$ cat src/rtl/uart_rx_pkg.sv
// rtl/uart_rx_pkg.sv - shared state encoding, counter widths and check-point helper for the UART receiver
package uart_rx_pkg;

  localparam int EDGE_W = 6;
  localparam int BIT_W  = 4;

  typedef enum logic [2:0] {
    IDLE   = 3'd0,
    START  = 3'd1,
    DATA   = 3'd2,
    PARITY = 3'd3,
    STOP   = 3'd4
  } rx_state_t;

  localparam logic [BIT_W-1:0] LAST_DATA_BIT = 4'd8;

  // Two samples past mid-bit, so the 3-sample majority vote has settled.
  function automatic logic [EDGE_W-1:0] check_point(input logic [EDGE_W-1:0] ratio);
    return (ratio >> 1) + EDGE_W'(2);
  endfunction

endpackage

$ cat src/rtl/edge_bit_counter.sv
// rtl/edge_bit_counter.sv - oversampling edge counter and bit position counter for one frame
module edge_bit_counter
  import uart_rx_pkg::*;
(
  input  logic              clk,
  input  logic              rst,
  input  logic              enable,
  input  logic              clear,
  input  logic [EDGE_W-1:0] prescale,
  output logic [EDGE_W-1:0] edge_cnt,
  output logic [BIT_W-1:0]  bit_cnt
);

  logic bit_end;

  assign bit_end = (edge_cnt == prescale - EDGE_W'(1));

  always_ff @(posedge clk or negedge rst) begin
    if (!rst) begin
      edge_cnt <= '0;
      bit_cnt  <= '0;
    end else if (clear) begin
      edge_cnt <= '0;
      bit_cnt  <= '0;
    end else if (enable) begin
      if (bit_end) begin
        edge_cnt <= '0;
        bit_cnt  <= bit_cnt + BIT_W'(1);
      end else begin
        edge_cnt <= edge_cnt + EDGE_W'(1);
      end
    end
  end

endmodule

$ cat src/rtl/uart_rx_fsm.sv
// rtl/uart_rx_fsm.sv - UART receive sequencer: frame state, stage enables and frame-accept pulse
module uart_rx_fsm
  import uart_rx_pkg::*;
(
  input  logic              clk,
  input  logic              rst,
  input  logic              rx_in,
  input  logic              par_en,
  input  logic [EDGE_W-1:0] prescale,
  input  logic              strt_glitch,
  input  logic              par_err,
  input  logic              stp_err,
  output logic              dat_samp_en,
  output logic              strt_chk_en,
  output logic              par_chk_en,
  output logic              stp_chk_en,
  output logic              deser_en,
  output logic [EDGE_W-1:0] edge_cnt,
  output logic [BIT_W-1:0]  bit_cnt,
  output logic              data_valid
);

  rx_state_t state;
  logic      rx_last;
  logic      frame_par;
  logic      last_edge;
  logic      pre_chk;
  logic      cnt_enable;
  logic      cnt_clear;

  assign last_edge = (edge_cnt == prescale - EDGE_W'(1));
  // Enables are registered, so they are armed one edge before the check point.
  assign pre_chk   = (edge_cnt == check_point(prescale) - EDGE_W'(1));

  assign cnt_enable = (state != IDLE);
  assign cnt_clear  = (state == IDLE) ||
                      (last_edge && ((state == START  && strt_glitch) ||
                                     (state == PARITY && par_err)     ||
                                     (state == STOP)));

  edge_bit_counter u_counter (
    .clk      (clk),
    .rst      (rst),
    .enable   (cnt_enable),
    .clear    (cnt_clear),
    .prescale (prescale),
    .edge_cnt (edge_cnt),
    .bit_cnt  (bit_cnt)
  );

  always_ff @(posedge clk or negedge rst) begin
    if (!rst) begin
      state       <= IDLE;
      rx_last     <= 1'b0;
      frame_par   <= 1'b0;
      dat_samp_en <= 1'b0;
      strt_chk_en <= 1'b0;
      deser_en    <= 1'b0;
      par_chk_en  <= 1'b0;
      stp_chk_en  <= 1'b0;
      data_valid  <= 1'b0;
    end else begin
      rx_last     <= rx_in;
      strt_chk_en <= (state == START)  && pre_chk;
      deser_en    <= (state == DATA)   && pre_chk;
      par_chk_en  <= (state == PARITY) && pre_chk;
      stp_chk_en  <= (state == STOP)   && pre_chk;
      data_valid  <= (state == STOP)   && last_edge && !stp_err;

      case (state)
        IDLE: begin
          // rx_last resets low, so a line held low through reset is not a start.
          if (rx_last && !rx_in) begin
            state       <= START;
            dat_samp_en <= 1'b1;
          end
        end
        START: begin
          if (last_edge) begin
            if (strt_glitch) begin
              state       <= IDLE;
              dat_samp_en <= 1'b0;
            end else begin
              state     <= DATA;
              frame_par <= par_en;
            end
          end
        end
        DATA: begin
          if (last_edge && bit_cnt == LAST_DATA_BIT) begin
            state <= frame_par ? PARITY : STOP;
          end
        end
        PARITY: begin
          if (last_edge) begin
            if (par_err) begin
              state       <= IDLE;
              dat_samp_en <= 1'b0;
            end else begin
              state <= STOP;
            end
          end
        end
        STOP: begin
          if (last_edge) begin
            if (!rx_in) begin
              state <= START;
            end else begin
              state       <= IDLE;
              dat_samp_en <= 1'b0;
            end
          end
        end
        default: begin
          state       <= IDLE;
          dat_samp_en <= 1'b0;
        end
      endcase
    end
  end

endmodule

$ cat config.mk
export PLATFORM = sky130hd
export DESIGN_NAME = uart_rx_fsm
export DESIGN_NICKNAME = d
export VERILOG_FILES = /design/src/rtl/uart_rx_pkg.sv /design/src/rtl/edge_bit_counter.sv /design/src/rtl/uart_rx_fsm.sv
export SDC_FILE = /design/constraint.sdc
export NUM_CORES = 1
export LEC_CHECK = 0
export CAP_MARGIN = 20
export CORE_UTILIZATION = 25
export CTS_CLUSTER_DIAMETER = 80
export DETAILED_ROUTE_END_ITERATION = 6
export GPL_ROUTABILITY_DRIVEN = 0
export SLEW_MARGIN = 20
export SYNTH_ARGS = -nofsm -noshare
export SYNTH_HDL_FRONTEND = slang
export SYNTH_HIERARCHICAL = 1
export SYNTH_SLANG_ARGS = --single-unit
$ cat constraint.sdc
create_clock -name clk -period 3.49 [get_ports clk]
set_input_delay 0.698 -clock clk [delete_from_list [all_inputs] [get_ports clk]]
set_output_delay 0.698 -clock clk [all_outputs]
set_load 0.005 [all_outputs]
==> qor.txt <==
worst-path maximum fanout: 14
delay of the slowest critical-path stage: 0.61 ns
cell with the biggest individual delay on the critical path: clkdlybuf4s50_1
source-to-sink clock delay at the later pin of the worst-skew pair: 0.26 ns
Mapped Nets: 202
mean routed wirelength per cell: 13.09 um
power density over the cells: 628.0 mW/mm^2
number of buffers on the longest clock path: 2
ratio of final minimum period to clock period: 82.62%
Seq cells post-synth: 21
TritonCTS clock tree: done
most common cell after layout, fill and taps aside: clkdlybuf4s50_1
netlist area before placement: 0.001713 sq mm
count of buffers inserted at the top-level ports: 28
leakage power: 0.8201 nW
worst slew pin tran: 0.9576 ns
first-pass GRT wire length: 6492 um
clock transition at the registers of the reported paths: 0.07 ns
first-pass iteration count of the detailed router: 6
post-CTS setup buffer count: 0
cells after synthesis: 183
count of pins over their slew limit: 0
number of library cell types mapped by synthesis: 60
failing checks: DRC
number of antenna violations at the first check in global routing: 0
class of the worst hold path: register to register
internal power contribution: 758.0 uW
Achievable Freq: 0.3468 GHz
Die H: 84.78 um
Final HPWL DP: 2829 um
Clk network pwr share: 11.8%
Sequential Power Share: 34.0%
Area growth syn-to-layout: 23.37%
kind of capture point of the worst setup path: register
final hold viol count: 0
overall global routing resource usage: 11.29%
sequential fraction of the synthesis area: 30.68%
final net count: 233
syn avg cell area: 9.360 sq um
Sinks on Clock Net: 21
proportion of power drawn by combinational gates: 54.2%
post-layout power: 1.327 mW
final instance count without filler cells: 290
Yosys warning count: 6
DIE WIDTH: 84.78 um
net switching fraction of the power: 42.89%
number of flops mapped to enable cells by yosys: 0
busiest layer in global routing: met2
leading cell types in the layout, fill and taps excluded: clkdlybuf4s50_1 (28), dfrtp_1 (21), nand2_1 (15), nor2_1 (12), nor3_1 (11)
number of placed cells counting well taps: 286
Switch Pwr: 569.3 uW
relative slew slack: 35.96%
number of inserted diodes: 0
pin count of the biggest net entering global routing: 22
initial cell density of the core: 26.37%
result of the run: finished, violations left
number of cell rows: 29
WP data required: 3.64 ns
total CTS buffers: 3
met3 Usage GRT: 2.950%
maximum level of the CTS H-tree: 1
min cycle time layout: 2.883 ns
Synth area leaders: dfrtp_1 (31%), xor2_1 (5.1%), xnor2_1 (4.6%)
Critical Path, Cell by Cell: clkdlybuf4s50_1, nor4b_2, xnor2_1, nand3_2, a211oi_1, or3_1, nor2_1, mux2_2
worst vdd ir: 0.0004565 V
kind of start point of the critical path: primary input
Setup CP Type: primary input to register
largest clock skew in the final design: 0.001815 ns
count of nets left with antenna violations after detail routing: 0
most used flip-flop cell after synthesis: dfrtp_1
arrival time at the worst endpoint: 3.03 ns
hold-fix buffers at CTS: 0
number of gates resized after cts: 0
post-DR vias/cell: 4.872
grt total ovfl: 0
RSZ-0062 raised after global routing: no
total negative slack: 0 ns
count of endpoints failing setup in the final report: 0
fraction of final layout cells sized beyond drive strength 1: 11.74%
post-synth top area share: 30.68%
clk root buf: clkbuf_8
1st-iter DRT viols: 64
via count of the first global-routing pass: 1331
largest area contributor in the netlist: dfrtp_1
met2 GRT Util: 17.44%
Ports: 29
met1 Use GR: 15.52%
total number of vias: 1413
Remaining DRCs: 3
DIE AREA: 0.007187 sq mm
FFs w/ async S/R, synth: 100.0%
placeable core region: 0.006495 sq mm
number of max-capacitance violations reported: 0
Detailed Route WL: 3795 um
## power groups by stage
stage / registers [mW] / clock network (mW) / logic (mW)
global route: 0.472 / 0.173 / 0.807
detailed placement: 0.458 / 0 / 0.723
finish: 0.451 / 0.157 / 0.720
global placement: 0.455 / 0 / 0.715
floorplan: 0.391 / 0 / 0.389
CTS: 0.453 / 0.169 / 0.728
## kinds of logic (layout without fill, tap and decap cells)
logic type,after synthesis,in the layout,synth area share (%)
flip-flops,21,21,30.68
XOR/XNOR,22,22,12.56
adder cells (fa/ha/maj),6,6,4.383
AND/OR/NAND/NOR,83,83,28.63
multiplexers,5,5,3.433
AO/OA/AOI/OAI,31,31,15.34
buffers and inverters,15,45,4.967
## layer usage
layer | up-vias | wire length, um
li1 | 711 | -
met1 | 677 | 1887
met2 | 20 | 1738
met3 | 5 | 127
met4 | 0 | 41
met5 | - | 0
## final timing paths
| check | from | to | slack [ns] | cells past startpoint |
|---|---|---|---|---|
| worst max-delay path | prescale[3] | u_counter/bit_cnt[3] | 0.61 | 8 |
| worst min-delay path | frame_par | frame_par | 0.52 | 1 |
| worst max register to register | u_counter/edge_cnt[2] | u_counter/bit_cnt[3] | 1.20 | 7 |
| min in group asynchronous | rst | u_counter/edge_cnt[0] | 0.97 | 1 |
| worst min register to register | frame_par | frame_par | 0.52 | 1 |
| max in group asynchronous | rst | state[2] | 1.94 | 1 |
## critical path: cells and delay by family
kind | cells | cell delay (ns)
buf+inv | 1 | 0.61
xor+xnor | 1 | 0.17
simple gates | 4 | 1.04
mux | 1 | 0.27
compound gates | 1 | 0.23
## Yosys cell counts, types with 3 or more instances
cell type	n
dfrtp_1	21
nand2_1	15
nor2_1	12
nor3_1	11
xor2_1	10
inv_1	9
xnor2_1	9
nor2b_1	8
ha_1	6
a21oi_1	5
nand2b_1	4
nand3_1	4
nand3b_1	4
nor3b_1	4
a211oi_1	3
nand4_1	3
o21ai_0	3
## flip-flops by register name, indices dropped and copies added (netlist names)
signal              cells
u_counter/edge_cnt      6
u_counter/bit_cnt       4
state                   3
dat_samp_en             1
data_valid              1
deser_en                1
frame_par               1
par_chk_en              1
rx_last                 1
stp_chk_en              1
strt_chk_en             1
## metrics by stage
stage                     util (%)  area [sq um]  setup WS (ns)  hold slack [ns]
after floorplan                  -          1713         0.9644           0.4024
after global placement       31.84          2068         0.3957           0.5030
after detailed placement     31.84          2068         0.3358           0.5096
after CTS                    32.54          2113         0.6198           0.5279
after global routing         32.54          2113         0.3693           0.5605
final                        32.54          2113         0.6067           0.5230
## area by class of cell
class                   count  area [sq um]
fillers                   678          4382
flip-flops and latches     21         525.5
clock buffers               4         45.04
multi-input cells         147          1102
inverters                   9         33.78
well taps                  77         96.34
repair buffers             32         310.3
Note: power is estimated with default switching activity, not from simulation.
